## config.mk

```make
export PLATFORM = sky130hd
export DESIGN_NAME = vend_input_cond
export DESIGN_NICKNAME = d
export VERILOG_FILES = /design/src/rtl/vend_pkg.sv /design/src/rtl/vend_debounce.sv /design/src/rtl/vend_input_cond.sv
export SDC_FILE = /design/constraint.sdc
export NUM_CORES = 1
export LEC_CHECK = 0
export BUFFER_PORTS_ARGS = -buffer_cell sky130_fd_sc_hd__buf_2
export CORE_UTILIZATION = 55
export CTS_BUF_LIST = sky130_fd_sc_hd__clkbuf_16
export DETAILED_ROUTE_END_ITERATION = 10
export PLACE_DENSITY_LB_ADDON = 0.12
export SYNTH_ARGS = -nofsm -noshare
export SYNTH_HDL_FRONTEND = slang
export SYNTH_SLANG_ARGS = --single-unit
```

## constraint.sdc

```tcl
create_clock -name clk -period 1.8 [get_ports clk]
set_input_delay 0 -clock clk [delete_from_list [all_inputs] [get_ports clk]]
set_output_delay 0 -clock clk [all_outputs]
set_load 0.01 [all_outputs]
```

## src/rtl/vend_pkg.sv

```systemverilog
// Shared constants for the vending-machine input conditioner: channel count,
// channel bit positions and the released (idle) level of an active-low input.
package vend_pkg;

    localparam int NUM_CH = 8;

    localparam int IDX_L   = 0;
    localparam int IDX_R   = 1;
    localparam int IDX_U   = 2;
    localparam int IDX_D   = 3;
    localparam int IDX_SW0 = 4;
    localparam int IDX_SW1 = 5;
    localparam int IDX_SW2 = 6;
    localparam int IDX_SW3 = 7;

    localparam logic BTN_IDLE = 1'b1;

endpackage

```

## src/rtl/vend_debounce.sv

```systemverilog
// One active-low input channel: 2-FF synchroniser, debounce counter, stable level
// and a one-cycle press strobe. Auto-repeat exists only when VEND_AUTOREPEAT_EN is defined.
module vend_debounce
    import vend_pkg::*;
#(
    parameter int DEBOUNCE_CYCLES = 1,
    parameter int CNT_W           = 8,
    parameter int REPEAT_DELAY    = 20,
    parameter int REPEAT_RATE     = 5,
    parameter bit REPEAT_EN       = 1'b0
) (
    input  logic clk,
    input  logic rst,
    input  logic raw_i,
    output logic press_n_o,
    output logic held_n_o
);

    localparam logic [CNT_W-1:0] DB_LIMIT = CNT_W'(DEBOUNCE_CYCLES);

    // Elaboration-time guard against parameter values the counters cannot honour.
    if (DEBOUNCE_CYCLES < 1 || DEBOUNCE_CYCLES > (2 ** CNT_W) - 1 ||
        (REPEAT_EN && (REPEAT_DELAY < 1 || REPEAT_RATE < 1))) begin : g_bad_params
        $error("vend_debounce: illegal parameter combination");
    end

    logic             s1_q;
    logic             s2_q;
    logic             stable_q, stable_d;
    logic [CNT_W-1:0] cnt_q, cnt_d;
    logic [CNT_W-1:0] cnt_inc;
    logic             press_n_q, press_n_d;
    logic             fall;

    always_comb begin
        stable_d = stable_q;
        cnt_d    = '0;
        cnt_inc  = cnt_q + CNT_W'(1);
        if (s2_q != stable_q) begin
            if (cnt_inc == DB_LIMIT) begin
                stable_d = s2_q;
            end else begin
                cnt_d = cnt_inc;
            end
        end
        fall = stable_q & ~stable_d;
    end

`ifdef VEND_AUTOREPEAT_EN
    localparam int RPT_W = 16;

    logic [RPT_W-1:0] rpt_cnt_q, rpt_cnt_d;
    logic [RPT_W-1:0] rpt_inc;
    logic             rpt_first_q, rpt_first_d;
    logic             rpt_fire;

    // The first repeat waits REPEAT_DELAY after the press strobe, later ones REPEAT_RATE.
    always_comb begin
        rpt_cnt_d   = '0;
        rpt_first_d = 1'b1;
        rpt_fire    = 1'b0;
        rpt_inc     = rpt_cnt_q + RPT_W'(1);
        if (REPEAT_EN && !fall && !stable_q && !stable_d) begin
            rpt_first_d = rpt_first_q;
            if (rpt_inc == (rpt_first_q ? RPT_W'(REPEAT_DELAY) : RPT_W'(REPEAT_RATE))) begin
                rpt_fire    = 1'b1;
                rpt_first_d = 1'b0;
            end else begin
                rpt_cnt_d = rpt_inc;
            end
        end
        press_n_d = ~(fall | rpt_fire);
    end

    always_ff @(posedge clk) begin
        if (rst) begin
            rpt_cnt_q   <= '0;
            rpt_first_q <= 1'b1;
        end else begin
            rpt_cnt_q   <= rpt_cnt_d;
            rpt_first_q <= rpt_first_d;
        end
    end
`else
    always_comb begin
        press_n_d = ~fall;
    end
`endif

    always_ff @(posedge clk) begin
        if (rst) begin
            s1_q      <= BTN_IDLE;
            s2_q      <= BTN_IDLE;
            stable_q  <= BTN_IDLE;
            cnt_q     <= '0;
            press_n_q <= 1'b1;
        end else begin
            s1_q      <= raw_i;
            s2_q      <= s1_q;
            stable_q  <= stable_d;
            cnt_q     <= cnt_d;
            press_n_q <= press_n_d;
        end
    end

    assign press_n_o = press_n_q;
    assign held_n_o  = stable_q;

endmodule

```

## src/rtl/vend_input_cond.sv

```systemverilog
// Operator input conditioner: eight independent debounced active-low channels
// (L R U D SW0..SW3). Buttons auto-repeat only when VEND_AUTOREPEAT_EN is defined.
module vend_input_cond
    import vend_pkg::*;
#(
    parameter int DEBOUNCE_CYCLES = 1,
    parameter int CNT_W           = 8,
    parameter int REPEAT_DELAY    = 20,
    parameter int REPEAT_RATE     = 5
) (
    input  logic       clk,
    input  logic       rst,
    input  logic       L,
    input  logic       R,
    input  logic       U,
    input  logic       D,
    input  logic       SW0,
    input  logic       SW1,
    input  logic       SW2,
    input  logic       SW3,
    output logic [7:0] press_n,
    output logic [7:0] held_n
);

    logic [NUM_CH-1:0] raw;

    always_comb begin
        raw          = '1;
        raw[IDX_L]   = L;
        raw[IDX_R]   = R;
        raw[IDX_U]   = U;
        raw[IDX_D]   = D;
        raw[IDX_SW0] = SW0;
        raw[IDX_SW1] = SW1;
        raw[IDX_SW2] = SW2;
        raw[IDX_SW3] = SW3;
    end

    // Only the four push buttons are allowed to auto-repeat; switches never do.
    for (genvar i = 0; i < NUM_CH; i++) begin : g_ch
        vend_debounce #(
            .DEBOUNCE_CYCLES(DEBOUNCE_CYCLES),
            .CNT_W          (CNT_W),
            .REPEAT_DELAY   (REPEAT_DELAY),
            .REPEAT_RATE    (REPEAT_RATE),
            .REPEAT_EN      (i <= IDX_D)
        ) u_db (
            .clk      (clk),
            .rst      (rst),
            .raw_i    (raw[i]),
            .press_n_o(press_n[i]),
            .held_n_o (held_n[i])
        );
    end

endmodule

```

==> impl_metrics.json <==
{
  "buffer_levels_on_the_longest_clock_path": 2,
  "core_sq_um": 7770,
  "place_hpwl_microns": 5350,
  "detail_route.wl_per_cell_microns": 12.2,
  "cpMaxStageDelayCell": "sky130_fd_sc_hd__or4b_1",
  "max_cap_violations": 0,
  "port_buf_inserts": 25,
  "cp_slowest_stage_delay_ps": 460,
  "fin_skew_ps": 9.17,
  "final-hold-violation-count": 0,
  "remaining_drc_errors": 0,
  "status": "finished clean",
  "place.gp.congestion": 0.836,
  "drt_wl_total_microns": 7890,
  "finalSetupViolCount": 0,
  "syn-num-nets": 525,
  "cts_tree": "yes",
  "post_route_fraction_of_the_period_consumed_by_the_critical_path_pct": 94.5,
  "fp-row-count": 32,
  "post_route_cells_drive_above_1_share_pct": 18.2,
  "cp_max_fo": 4,
  "worstHoldPathType": "in -> reg",
  "start_util_pct": 57.2,
  "leakagePower_nw": 2.03,
  "final_period_minus_worst_setup_slack_ps": 1700,
  "die-area_sq_um": 8440,
  "critical_path_buf_inv_count": 0,
  "path_cells": "ha_4 > nand3_2 > xor2_1 > o211a_1 > nand3_1 > or4b_1",
  "synth_flop_cell": "sky130_fd_sc_hd__dfxtp_1",
  "placedInstanceArea_sq_um": 4700,
  "die_span_y_microns": 91.9,
  "cp_arrival_ps": 1910,
  "cts_root_buffer": "sky130_fd_sc_hd__clkbuf_16",
  "tightestPinTransition_ps": 482,
  "globalRouteOverflowTotal": 0,
  "design_area_sq_um": 5200,
  "final_util_pct": 66.9,
  "final_antenna_net_count": 0,
  "floorplan.die.width_microns": 91.9,
  "ir_drop_mv": 0.479,
  "synthToLayoutAreaGrowth_pct": 17.0,
  "hold_ws_ps": 154,
  "start_kind": "register",
  "numClockSinks": 96,
  "number_of_diodes": 0,
  "antenna_found_initial": 0,
  "num_vias": 3343,
  "synth.cell_area_sq_um": 4440,
  "slew-limit-headroom_pct": 67.8,
  "first_iter_violations": 110,
  "clk_pin_slew_ps": 70,
  "boundaryPins": 26,
  "synth.yosys.seq_area_share_pct": 43.3,
  "cp_top_family": "simple AND/OR/NAND/NOR gates",
  "grt_pass1_wl_microns": 13400,
  "final-max-slew-violation-count": 0,
  "fin_nets": 565,
  "timing_worst_setup_path_type": "reg -> reg",
  "netlist_instances": 499,
  "synth.lib_cells_used.distinct": 52,
  "postSynth.asyncResetShare_pct": 0,
  "cts-htree-levels": 3,
  "maximum_clock_rate_mhz": 588,
  "tritoncts.num_buffers": 9,
  "synth_enable_flop_cells": 0,
  "gr-usage-all-layers_pct": 19.6,
  "cp-end-kind": "register",
  "critPathRequiredTime_ps": 2010,
  "pin_count_of_the_biggest_net_entering_global_routing": 30,
  "first_global_vias": 3154,
  "post_synth.cell_area_avg_sq_um": 8.90,
  "clk_latency_ps": 340,
  "drtPass1Iterations": 4,
  "ys_ff_latch": 96,
  "avgViaCountPerCell": 5.17,
  "n_fill_cell": 623,
  "synth-warning-count": 0,
  "power.density_cell_area_nw_per_um2": 871
}
-- area by class of cell --
type | instances | area (sq um) | area share (%)
Clock buffer | 9 | 225 | 4.33
Clock inverter | 7 | 134 | 2.58
Inverter | 30 | 113 | 2.17
Multi-Input combinational cell | 346 | 2290 | 44.0
Sequential cell | 96 | 1930 | 37.2
Tap cell | 102 | 128 | 2.45
Timing Repair Buffer | 56 | 378 | 7.27
-- sequential cells by signal (all words and copies together), names as in the netlist --
register	flops
g_ch.u_db.s1_q	8
g_ch.u_db.press_n_o	8
g_ch.u_db.held_n_o	8
g_ch.u_db.s2_q	8
g_ch.u_db.cnt_q	64
-- worst min-delay path, stage by stage --
cell and delay (ps):
sky130_fd_sc_hd__buf_2 80, sky130_fd_sc_hd__inv_1 210, sky130_fd_sc_hd__nand4_1 150
-- per-stage QoR --
stage / std cells / worst slack [ps] / power (mW) / setup TNS [ps]
final: 646 / 99.9 / 4.53 / 0
after detailed placement: 621 / 16.3 / 2.30 / 0
after floorplan: 499 / 48.2 / 2.27 / 0
after CTS: 645 / 0.388 / 4.57 / 0
after global routing: 646 / -19.8 / 4.69 / -19.8
after global placement: 621 / 75.0 / 2.30 / 0
-- report_power, final --
part           switching (mW)  leakage [nW]  internal, mW
combinational          0.0516          1.07        0.0484
clock                   0.779         0.177          1.49
sequential             0.0136         0.782          2.15
-- final timing paths --
| check | to | start | cells after the start | slack (ps) |
|---|---|---|---|---|
| setup / recovery | g_ch[7].u_db.press_n_o | g_ch[7].u_db.cnt_q[1] | 6 | 100 |
| hold / removal | g_ch[2].u_db.press_n_o | rst | 3 | 150 |
| setup reg to reg | g_ch[7].u_db.press_n_o | g_ch[7].u_db.cnt_q[1] | 6 | 100 |
| hold reg to reg | g_ch[7].u_db.s2_q | g_ch[7].u_db.s1_q | 1 | 410 |
-- placed cells by master (no fill, tap or decap), drive strengths merged, types with 2 or more instances in the layout --
master       instances
a211o                2
a211oi               4
a21oi                5
a31o                 2
a31oi                7
and2                 7
and3                 6
and4                 3
buf                 48
bufinv               4
clkbuf               9
clkinv               3
dfxtp               96
dlygate4sd3          8
ha                  16
inv                 30
mux2i                7
nand2               24
nand3               29
nand4               10
nor2                76
nor2b                2
nor3                12
nor3b                3
nor4                 7
o211ai               3
o21a                 2
o21ai                8
o21bai               2
o22ai                3
or2                 19
or3                  8
or4                  2
xnor2               26
xor2                40
-- repair_timing --
item                       in CTS  in global routing
pin swaps                       0                  3
resized for setup               1                 15
setup buffers                   0                  1
hold buffers                    8                  0
hold endpoints to repair        8                  0
setup endpoints to repair       1                 14
-- cells by family (layout without fill, tap and decap cells) --
group | count (synthesis) | after routing | share of synthesized area (%)
AND/OR/NAND/NOR | 211 | 211 | 24.0
XOR/XNOR | 66 | 66 | 13.0
flip-flops | 96 | 96 | 43.3
AO/OA/AOI/OAI | 46 | 46 | 7.41
buffers and inverters | 57 | 102 | 6.25
adder cells (fa/ha/maj) | 16 | 16 | 4.51
multiplexers | 7 | 7 | 1.58
-- cells in the mapped netlist, types with 6 or more instances --
| master | instances | area share (%) |
|---|---|---|
| sky130_fd_sc_hd__xor2_1 | 40 | 7.9 |
| sky130_fd_sc_hd__a31oi_1 | 7 | 0.99 |
| sky130_fd_sc_hd__inv_1 | 30 | 2.5 |
| sky130_fd_sc_hd__or3_1 | 8 | 1.1 |
| sky130_fd_sc_hd__nand2_1 | 24 | 2.0 |
| sky130_fd_sc_hd__nor2_1 | 75 | 6.3 |
| sky130_fd_sc_hd__dfxtp_1 | 96 | 43 |
| sky130_fd_sc_hd__or2_2 | 17 | 2.4 |
| sky130_fd_sc_hd__nand4_1 | 10 | 1.4 |
| sky130_fd_sc_hd__ha_1 | 16 | 4.5 |
| sky130_fd_sc_hd__buf_4 | 16 | 2.7 |
| sky130_fd_sc_hd__and3_1 | 6 | 0.84 |
| sky130_fd_sc_hd__and2_1 | 7 | 0.99 |
| sky130_fd_sc_hd__clkbuf_1 | 8 | 0.68 |
| sky130_fd_sc_hd__mux2i_1 | 7 | 1.6 |
| sky130_fd_sc_hd__nor4_1 | 6 | 0.84 |
| sky130_fd_sc_hd__nand3_1 | 28 | 3.2 |
| sky130_fd_sc_hd__xnor2_1 | 26 | 5.1 |
| sky130_fd_sc_hd__nor3_1 | 12 | 1.4 |
| sky130_fd_sc_hd__o21ai_0 | 7 | 0.79 |
-- per-layer routing --
metal	part of all wire [%]	track usage, %
met5	0	0
met4	1.6	6.64
met3	2.2	4.98
met2	50	34.5
met1	46	23.1
No activity file was read; power rests on OpenSTA's default activity.
